[src/rtl/regs_seq_pkg.sv]
// Shared types and constants for the register-file LOAD/DUMP sequencer.
// The register number type follows the register count.
package regs_seq_pkg;

    typedef enum logic [1:0] {
        IDLE  = 2'd0,
        WRITE = 2'd1,
        READ  = 2'd2,
        SEND  = 2'd3
    } state_t;

    localparam logic OP_LOAD = 1'b0;
    localparam logic OP_DUMP = 1'b1;

    localparam int NREGS = 4;

    typedef logic [$clog2(NREGS)-1:0] rno_t;

    // True for the highest-numbered register, where a dump ends.
    function automatic logic is_last_reg(input rno_t rno);
        return rno == rno_t'(NREGS - 1);
    endfunction

endpackage

[src/rtl/regs_seq_if.sv]
// Command, dump-stream, status and register-file signals of regs_seq.
// The sequencer uses the slave view; the environment uses the master view.
interface regs_seq_if #(
    parameter int N = 8
) ();

    logic                    cmd_valid;
    logic                    cmd_ready;
    logic                    cmd_op;
    regs_seq_pkg::rno_t      cmd_rno;
    logic [N-1:0]            cmd_data;

    logic                    out_valid;
    logic                    out_ready;
    logic [N-1:0]            out_data;
    regs_seq_pkg::rno_t      out_rno;

    logic                    busy;

    logic                    rf_w;
    regs_seq_pkg::rno_t      rf_Rdno;
    logic [N-1:0]            rf_Wdata;
    logic [N-1:0]            rf_Rd;

    modport slave (
        input  cmd_valid, cmd_op, cmd_rno, cmd_data, out_ready, rf_Rd,
        output cmd_ready, out_valid, out_data, out_rno, busy, rf_w, rf_Rdno, rf_Wdata
    );

    modport master (
        output cmd_valid, cmd_op, cmd_rno, cmd_data, out_ready, rf_Rd,
        input  cmd_ready, out_valid, out_data, out_rno, busy, rf_w, rf_Rdno, rf_Wdata
    );

endinterface

[src/rtl/regs_seq.sv]
// Sequencer that writes single registers of an external register file (LOAD)
// or streams all of them out in order through a valid/ready port (DUMP).
module regs_seq
    import regs_seq_pkg::*;
#(
    parameter int n = 8
) (
    input  logic      clk,
    input  logic      reset,
    regs_seq_if.slave bus
);

    state_t         state;
    state_t         state_next;
    rno_t           index;
    rno_t           rdno;
    logic [n-1:0]   wdata;
    logic [n-1:0]   odata;
    rno_t           orno;
    logic           cmd_fire;
    logic           out_fire;

    assign cmd_fire = bus.cmd_valid && (state == IDLE);
    assign out_fire = (state == SEND) && bus.out_ready;

    // NOTE: clocked state uses non-blocking assignments so every register
    // samples pre-edge values regardless of process ordering.
    always_ff @(posedge clk or posedge reset) begin
        if (reset) begin
            state <= IDLE;
        end else begin
            state <= state_next;
        end
    end

    // NOTE: every combinational output gets a default first so no path
    // through the case leaves it unassigned and infers a latch.
    always_comb begin
        state_next = state;
        case (state)
            IDLE: begin
                if (cmd_fire) begin
                    case (bus.cmd_op)
                        OP_LOAD: state_next = WRITE;
                        OP_DUMP: state_next = READ;
                        default: state_next = IDLE;
                    endcase
                end
            end
            WRITE:   state_next = IDLE;
            READ:    state_next = SEND;
            SEND: begin
                if (out_fire) begin
                    state_next = is_last_reg(index) ? IDLE : READ;
                end
            end
            default: state_next = IDLE;
        endcase
    end

    // Datapath: command capture, read-data capture and dump index stepping.
    always_ff @(posedge clk or posedge reset) begin
        if (reset) begin
            index <= '0;
            rdno  <= '0;
            wdata <= '0;
            odata <= '0;
            orno  <= '0;
        end else begin
            case (state)
                IDLE: begin
                    if (cmd_fire) begin
                        if (bus.cmd_op == OP_LOAD) begin
                            rdno  <= bus.cmd_rno;
                            wdata <= bus.cmd_data;
                        end else begin
                            index <= '0;
                            rdno  <= '0;
                        end
                    end
                end
                READ: begin
                    odata <= bus.rf_Rd;
                    orno  <= index;
                end
                SEND: begin
                    if (out_fire && !is_last_reg(index)) begin
                        index <= index + rno_t'(1);
                        rdno  <= index + rno_t'(1);
                    end
                end
                default: ;
            endcase
        end
    end

    // Handshake and strobe outputs decode the state directly, so an
    // asynchronous reset drops them in the same cycle.
    always_comb begin
        bus.cmd_ready = 1'b0;
        bus.busy      = 1'b1;
        bus.rf_w      = 1'b0;
        bus.out_valid = 1'b0;
        case (state)
            IDLE: begin
                bus.cmd_ready = 1'b1;
                bus.busy      = 1'b0;
            end
            WRITE:   bus.rf_w      = 1'b1;
            SEND:    bus.out_valid = 1'b1;
            default: ;
        endcase
        bus.rf_Rdno  = rdno;
        bus.rf_Wdata = wdata;
        bus.out_data = odata;
        bus.out_rno  = orno;
    end

endmodule

[src/flat_wrapper.sv]
// flat-port wrapper written by rule: the top's interface ports become plain ports
module regs_seq_flat import regs_seq_pkg::*;
#(
    parameter int n = 8
)
  (clk, reset, bus_cmd_valid, bus_cmd_op, bus_cmd_rno, bus_cmd_data, bus_out_ready, bus_rf_Rd, bus_cmd_ready, bus_out_valid, bus_out_data, bus_out_rno, bus_busy, bus_rf_w, bus_rf_Rdno, bus_rf_Wdata);
  regs_seq_if #(.N((8))) bus_i ();
  input  logic clk;
  input  logic reset;
  input wire logic [$bits(bus_i.cmd_valid)-1:0] bus_cmd_valid;
  input wire logic [$bits(bus_i.cmd_op)-1:0] bus_cmd_op;
  input wire logic [$bits(bus_i.cmd_rno)-1:0] bus_cmd_rno;
  input wire logic [$bits(bus_i.cmd_data)-1:0] bus_cmd_data;
  input wire logic [$bits(bus_i.out_ready)-1:0] bus_out_ready;
  input wire logic [$bits(bus_i.rf_Rd)-1:0] bus_rf_Rd;
  output wire logic [$bits(bus_i.cmd_ready)-1:0] bus_cmd_ready;
  output wire logic [$bits(bus_i.out_valid)-1:0] bus_out_valid;
  output wire logic [$bits(bus_i.out_data)-1:0] bus_out_data;
  output wire logic [$bits(bus_i.out_rno)-1:0] bus_out_rno;
  output wire logic [$bits(bus_i.busy)-1:0] bus_busy;
  output wire logic [$bits(bus_i.rf_w)-1:0] bus_rf_w;
  output wire logic [$bits(bus_i.rf_Rdno)-1:0] bus_rf_Rdno;
  output wire logic [$bits(bus_i.rf_Wdata)-1:0] bus_rf_Wdata;
  assign bus_i.cmd_valid = bus_cmd_valid;
  assign bus_i.cmd_op = bus_cmd_op;
  assign bus_i.cmd_rno = bus_cmd_rno;
  assign bus_i.cmd_data = bus_cmd_data;
  assign bus_i.out_ready = bus_out_ready;
  assign bus_i.rf_Rd = bus_rf_Rd;
  assign bus_cmd_ready = bus_i.cmd_ready;
  assign bus_out_valid = bus_i.out_valid;
  assign bus_out_data = bus_i.out_data;
  assign bus_out_rno = bus_i.out_rno;
  assign bus_busy = bus_i.busy;
  assign bus_rf_w = bus_i.rf_w;
  assign bus_rf_Rdno = bus_i.rf_Rdno;
  assign bus_rf_Wdata = bus_i.rf_Wdata;
  regs_seq #(.n(n)) u_core (.clk(clk), .reset(reset), .bus(bus_i));
endmodule
[config.mk]
export PLATFORM = sky130hd
export DESIGN_NAME = regs_seq_flat
export DESIGN_NICKNAME = d
export VERILOG_FILES = /design/src/rtl/regs_seq_pkg.sv /design/src/rtl/regs_seq_if.sv /design/src/rtl/regs_seq.sv /design/src/flat_wrapper.sv
export SDC_FILE = /design/constraint.sdc
export NUM_CORES = 1
export LEC_CHECK = 0
export ABC_AREA = 1
export CORE_MARGIN = 2
export CORE_UTILIZATION = 37
export CTS_CLUSTER_DIAMETER = 50
export DETAILED_ROUTE_END_ITERATION = 7
export PLACE_DENSITY = 0.83
export SYNTH_ARGS = -nofsm -noshare
export SYNTH_HDL_FRONTEND = slang
export SYNTH_SLANG_ARGS = --single-unit
[constraint.sdc]
create_clock -name clk -period 1.19 [get_ports clk]
set_input_delay 0.238 -clock clk [delete_from_list [all_inputs] [get_ports clk]]
set_output_delay 0.238 -clock clk [all_outputs]
set_load 0.05 [all_outputs]
==> results.sh <==
export IMPL_antenna_found_initial=0
export IMPL_cp_max_fo=4
export IMPL_dr_pass1_iters=4
export IMPL_finalHoldViolCount=0
export IMPL_cts_htree_levels=1
export IMPL_violations="negative setup slack"
export IMPL_skew_ps=3.64
export IMPL_netlist_area_um2=1090
export IMPL_setup_worst_path_class="flop to output port"
export IMPL_clock_path_buffers=2
export IMPL_coreArea_um2=2780
export IMPL_die_area_um2=3400
export IMPL_synth_distinct_cells=15
export IMPL_synth_seq_cells=24
export IMPL_relSlewSlack_pct=78.0
export IMPL_seq_power_share_pct=25.2
export IMPL_dp_hpwl_mm=2.01
export IMPL_pre_cts_slack_ps=-211
export IMPL_portBuffers=46
export IMPL_tritoncts="built"
export IMPL_cts_root_buf="clkbuf_4"
export IMPL_min_period_ps=1420
export IMPL_seq_area_frac_synth_pct=55.0
export IMPL_place_gp_congestion=0.894
export IMPL_clkPwrFrac_pct=5.1
export IMPL_clock_latency_ps=300
export IMPL_wire_per_inst_um=14.2
export IMPL_vdd_drop_max_v=0.00253
export IMPL_numCtsBuffers=3
export IMPL_synth_warnings=0
export IMPL_switching_share_pct=45.6
export IMPL_routed_wl_mm=2.79
export IMPL_avgSynthCellArea_um2=10.1
export IMPL_setup_ws_ps=-230
export IMPL_power_frac_comb_pct=69.7
export IMPL_fp_row_count=19
export IMPL_rsz0062_at_grt="yes"
export IMPL_cp_data_required_time_ps=950
export IMPL_overflow=0
export IMPL_grtUsageTotal_pct=18.0
export IMPL_maxSlewViolCount=0
export IMPL_power_density_nw_per_um2=3410
export IMPL_power_switching_w=0.00309
export IMPL_setup_viol=26
export IMPL_critPathArrivalTime_ps=1180
export IMPL_vias=998
export IMPL_clk_pin_slew_ps=130
export IMPL_status="complete, but fails checks"
export IMPL_fin_crit_sh_pct=119
export IMPL_rr_endpoint="u_core.bus.out_rno[1]$_DFFE_PP0P_"
export IMPL_grt_max_degree=25
export IMPL_leakage_nw=0.972
export IMPL_max_cap_violations=0
export IMPL_fmax_ghz=0.704
export IMPL_fin_cells=197
export IMPL_drive_above_1_share_pct=39.8
export IMPL_worst_pin_slew_ps=330
export IMPL_timing_rr_start="u_core.state[1]$_DFFE_PP0P_"
export IMPL_syn_inst=108
export IMPL_die_x_um=58.3
export IMPL_initial_core_util_pct=39.2
export IMPL_ant_nets=0
export IMPL_n_antenna_cell=0
export IMPL_grt_pass1_vias=1011
export IMPL_viasPerCell=5.07
export IMPL_grt_pass1_wl_mm=4.64
export IMPL_final_util_pct=71.4
export IMPL_cts_hold_buffers=0
export IMPL_final_nets=192
export IMPL_ff2ff_setup_slack_ps=-160
export IMPL_die_h_um=58.3
export IMPL_initialDrtViolationCount=30
export IMPL_ff2ff_path_depth=3
export IMPL_syn2layout_area_growth_pct=82.0
export IMPL_total_power_w=0.00677
export IMPL_ios=47
export IMPL_critPathLaunchType="flop"
export IMPL_p_int_w=0.00369
export IMPL_endpoint_kind="output port"
export IMPL_min_path_type="input port to async pin"
export IMPL_clkSinkCount=24
export IMPL_dp_cells=187
export IMPL_drcViolationCount=0
export IMPL_syn_num_nets=132
[routing by layer]
metal / part of all wire (%) / up-vias / GRT usage, % / routed length, um
met5: 0 / - / 0 / 0
li1: - / 461 / - / -
met4: 1.9 / 0 / 7.64 / 53
met3: 6.4 / 6 / 2.86 / 180
met1: 40 / 479 / 21.1 / 1110
met2: 52 / 52 / 32.4 / 1450
[metrics by stage]
| stage | setup TNS (ps) | cell area [um^2] | hold WS (ps) |
|---|---|---|---|
| global route | -4810 | 1990 | 248 |
| finish | -3070 | 1990 | 246 |
| global placement | -1470 | 1850 | 490 |
| floorplan | -2900 | 1090 | 253 |
| CTS | -2840 | 1940 | 252 |
| detailed placement | -2210 | 1850 | 510 |
[flip-flops by register name, summed over array words and instances, names as in the netlist]
| name | flops |
|---|---|
| u_core.bus.rf_Rdno | 2 |
| u_core.bus.out_rno | 2 |
| u_core.index | 2 |
| u_core.state | 2 |
| u_core.bus.rf_Wdata | 8 |
| u_core.bus.out_data | 8 |
[power by group through the flow]
stage / Clock [W] / Combinational [W] / Sequential [W]
final: 0.000346 / 0.00472 / 0.00171
after global routing: 0.000383 / 0.00494 / 0.00177
after floorplan: 0 / 0.00126 / 0.00266
after global placement: 0 / 0.00433 / 0.00167
after CTS: 0.000354 / 0.00461 / 0.00169
after detailed placement: 0 / 0.00441 / 0.00171
[cells in the mapped netlist (all sizes together)]
cell type / number / area share (%)
buf: 2 / 2.1
dfrtp: 24 / 55
ha: 1 / 1.1
inv: 18 / 6.2
mux2: 9 / 12
nand2: 30 / 11
nand3: 5 / 3.4
nand4: 3 / 1.7
nor2: 2 / 1.4
o21ai: 14 / 6.4
[cell usage in the layout, fill, tap and decap left out, types with 3 or more instances in the layout]
cell type / n
buf_12: 25
buf_4: 7
clkbuf_4: 3
clkdlybuf4s50_1: 22
dfrtp_1: 22
inv_1: 16
mux2_4: 8
nand2_1: 20
nand2_2: 9
nand3_1: 4
nand4_1: 3
o21ai_0: 5
o21ai_1: 8
[critical path, stage by stage, from the launching register on]
cell,delay (ps)
dfrtp_2,460
nor2_4,170
buf_6,120
buf_12,120
[how the worst max path moves through the flow]
stage                                 from                           endpoint  slack [ps]
3_5_place_dp                    bus_cmd_op        u_core.index[1]$_DFFE_PP0P_        -210
4_1_cts        u_core.state[1]$_DFFE_PP0P_                      bus_cmd_ready        -230
2_1_floorplan  u_core.state[0]$_DFFE_PP0P_  u_core.bus.rf_Rdno[0]$_DFFE_PP0P_        -420
6_report       u_core.state[0]$_DFFE_PP0P_                      bus_cmd_ready        -230
5_1_grt        u_core.state[0]$_DFFE_PP0P_                      bus_cmd_ready        -290
3_3_place_gp                    bus_cmd_op        u_core.index[0]$_DFFE_PP0P_        -140
[timing repair]
action | 4_1_cts | 5_1_grt
gates resized for setup | 8 | 14
setup endpoints to repair | 17 | 28
pin swaps | 2 | 3
gates cloned | 0 | 1
buffers inserted | 6 | 1
[cell type report]
class / count / area (um^2)
sequential: 24 / 603
multi-input combinational: 65 / 454
fill: 186 / 796
tap: 31 / 38.8
inverter: 18 / 67.6
clock buffer: 3 / 22.5
timing repair buffer: 56 / 800
[cells by family (layout without fill, tap and decap cells)]
kind of cell    count (synthesis)  after routing  synth area share (%)
fa+ha+maj                       1              1                  1.15
buf+inv                        20             77                  8.26
compound gates                 14             14                  6.42
simple gates                   40             41                  17.1
flops                          24             24                  55.0
mux                             9              9                  12.0
No activity file was read; power rests on OpenSTA's default activity.
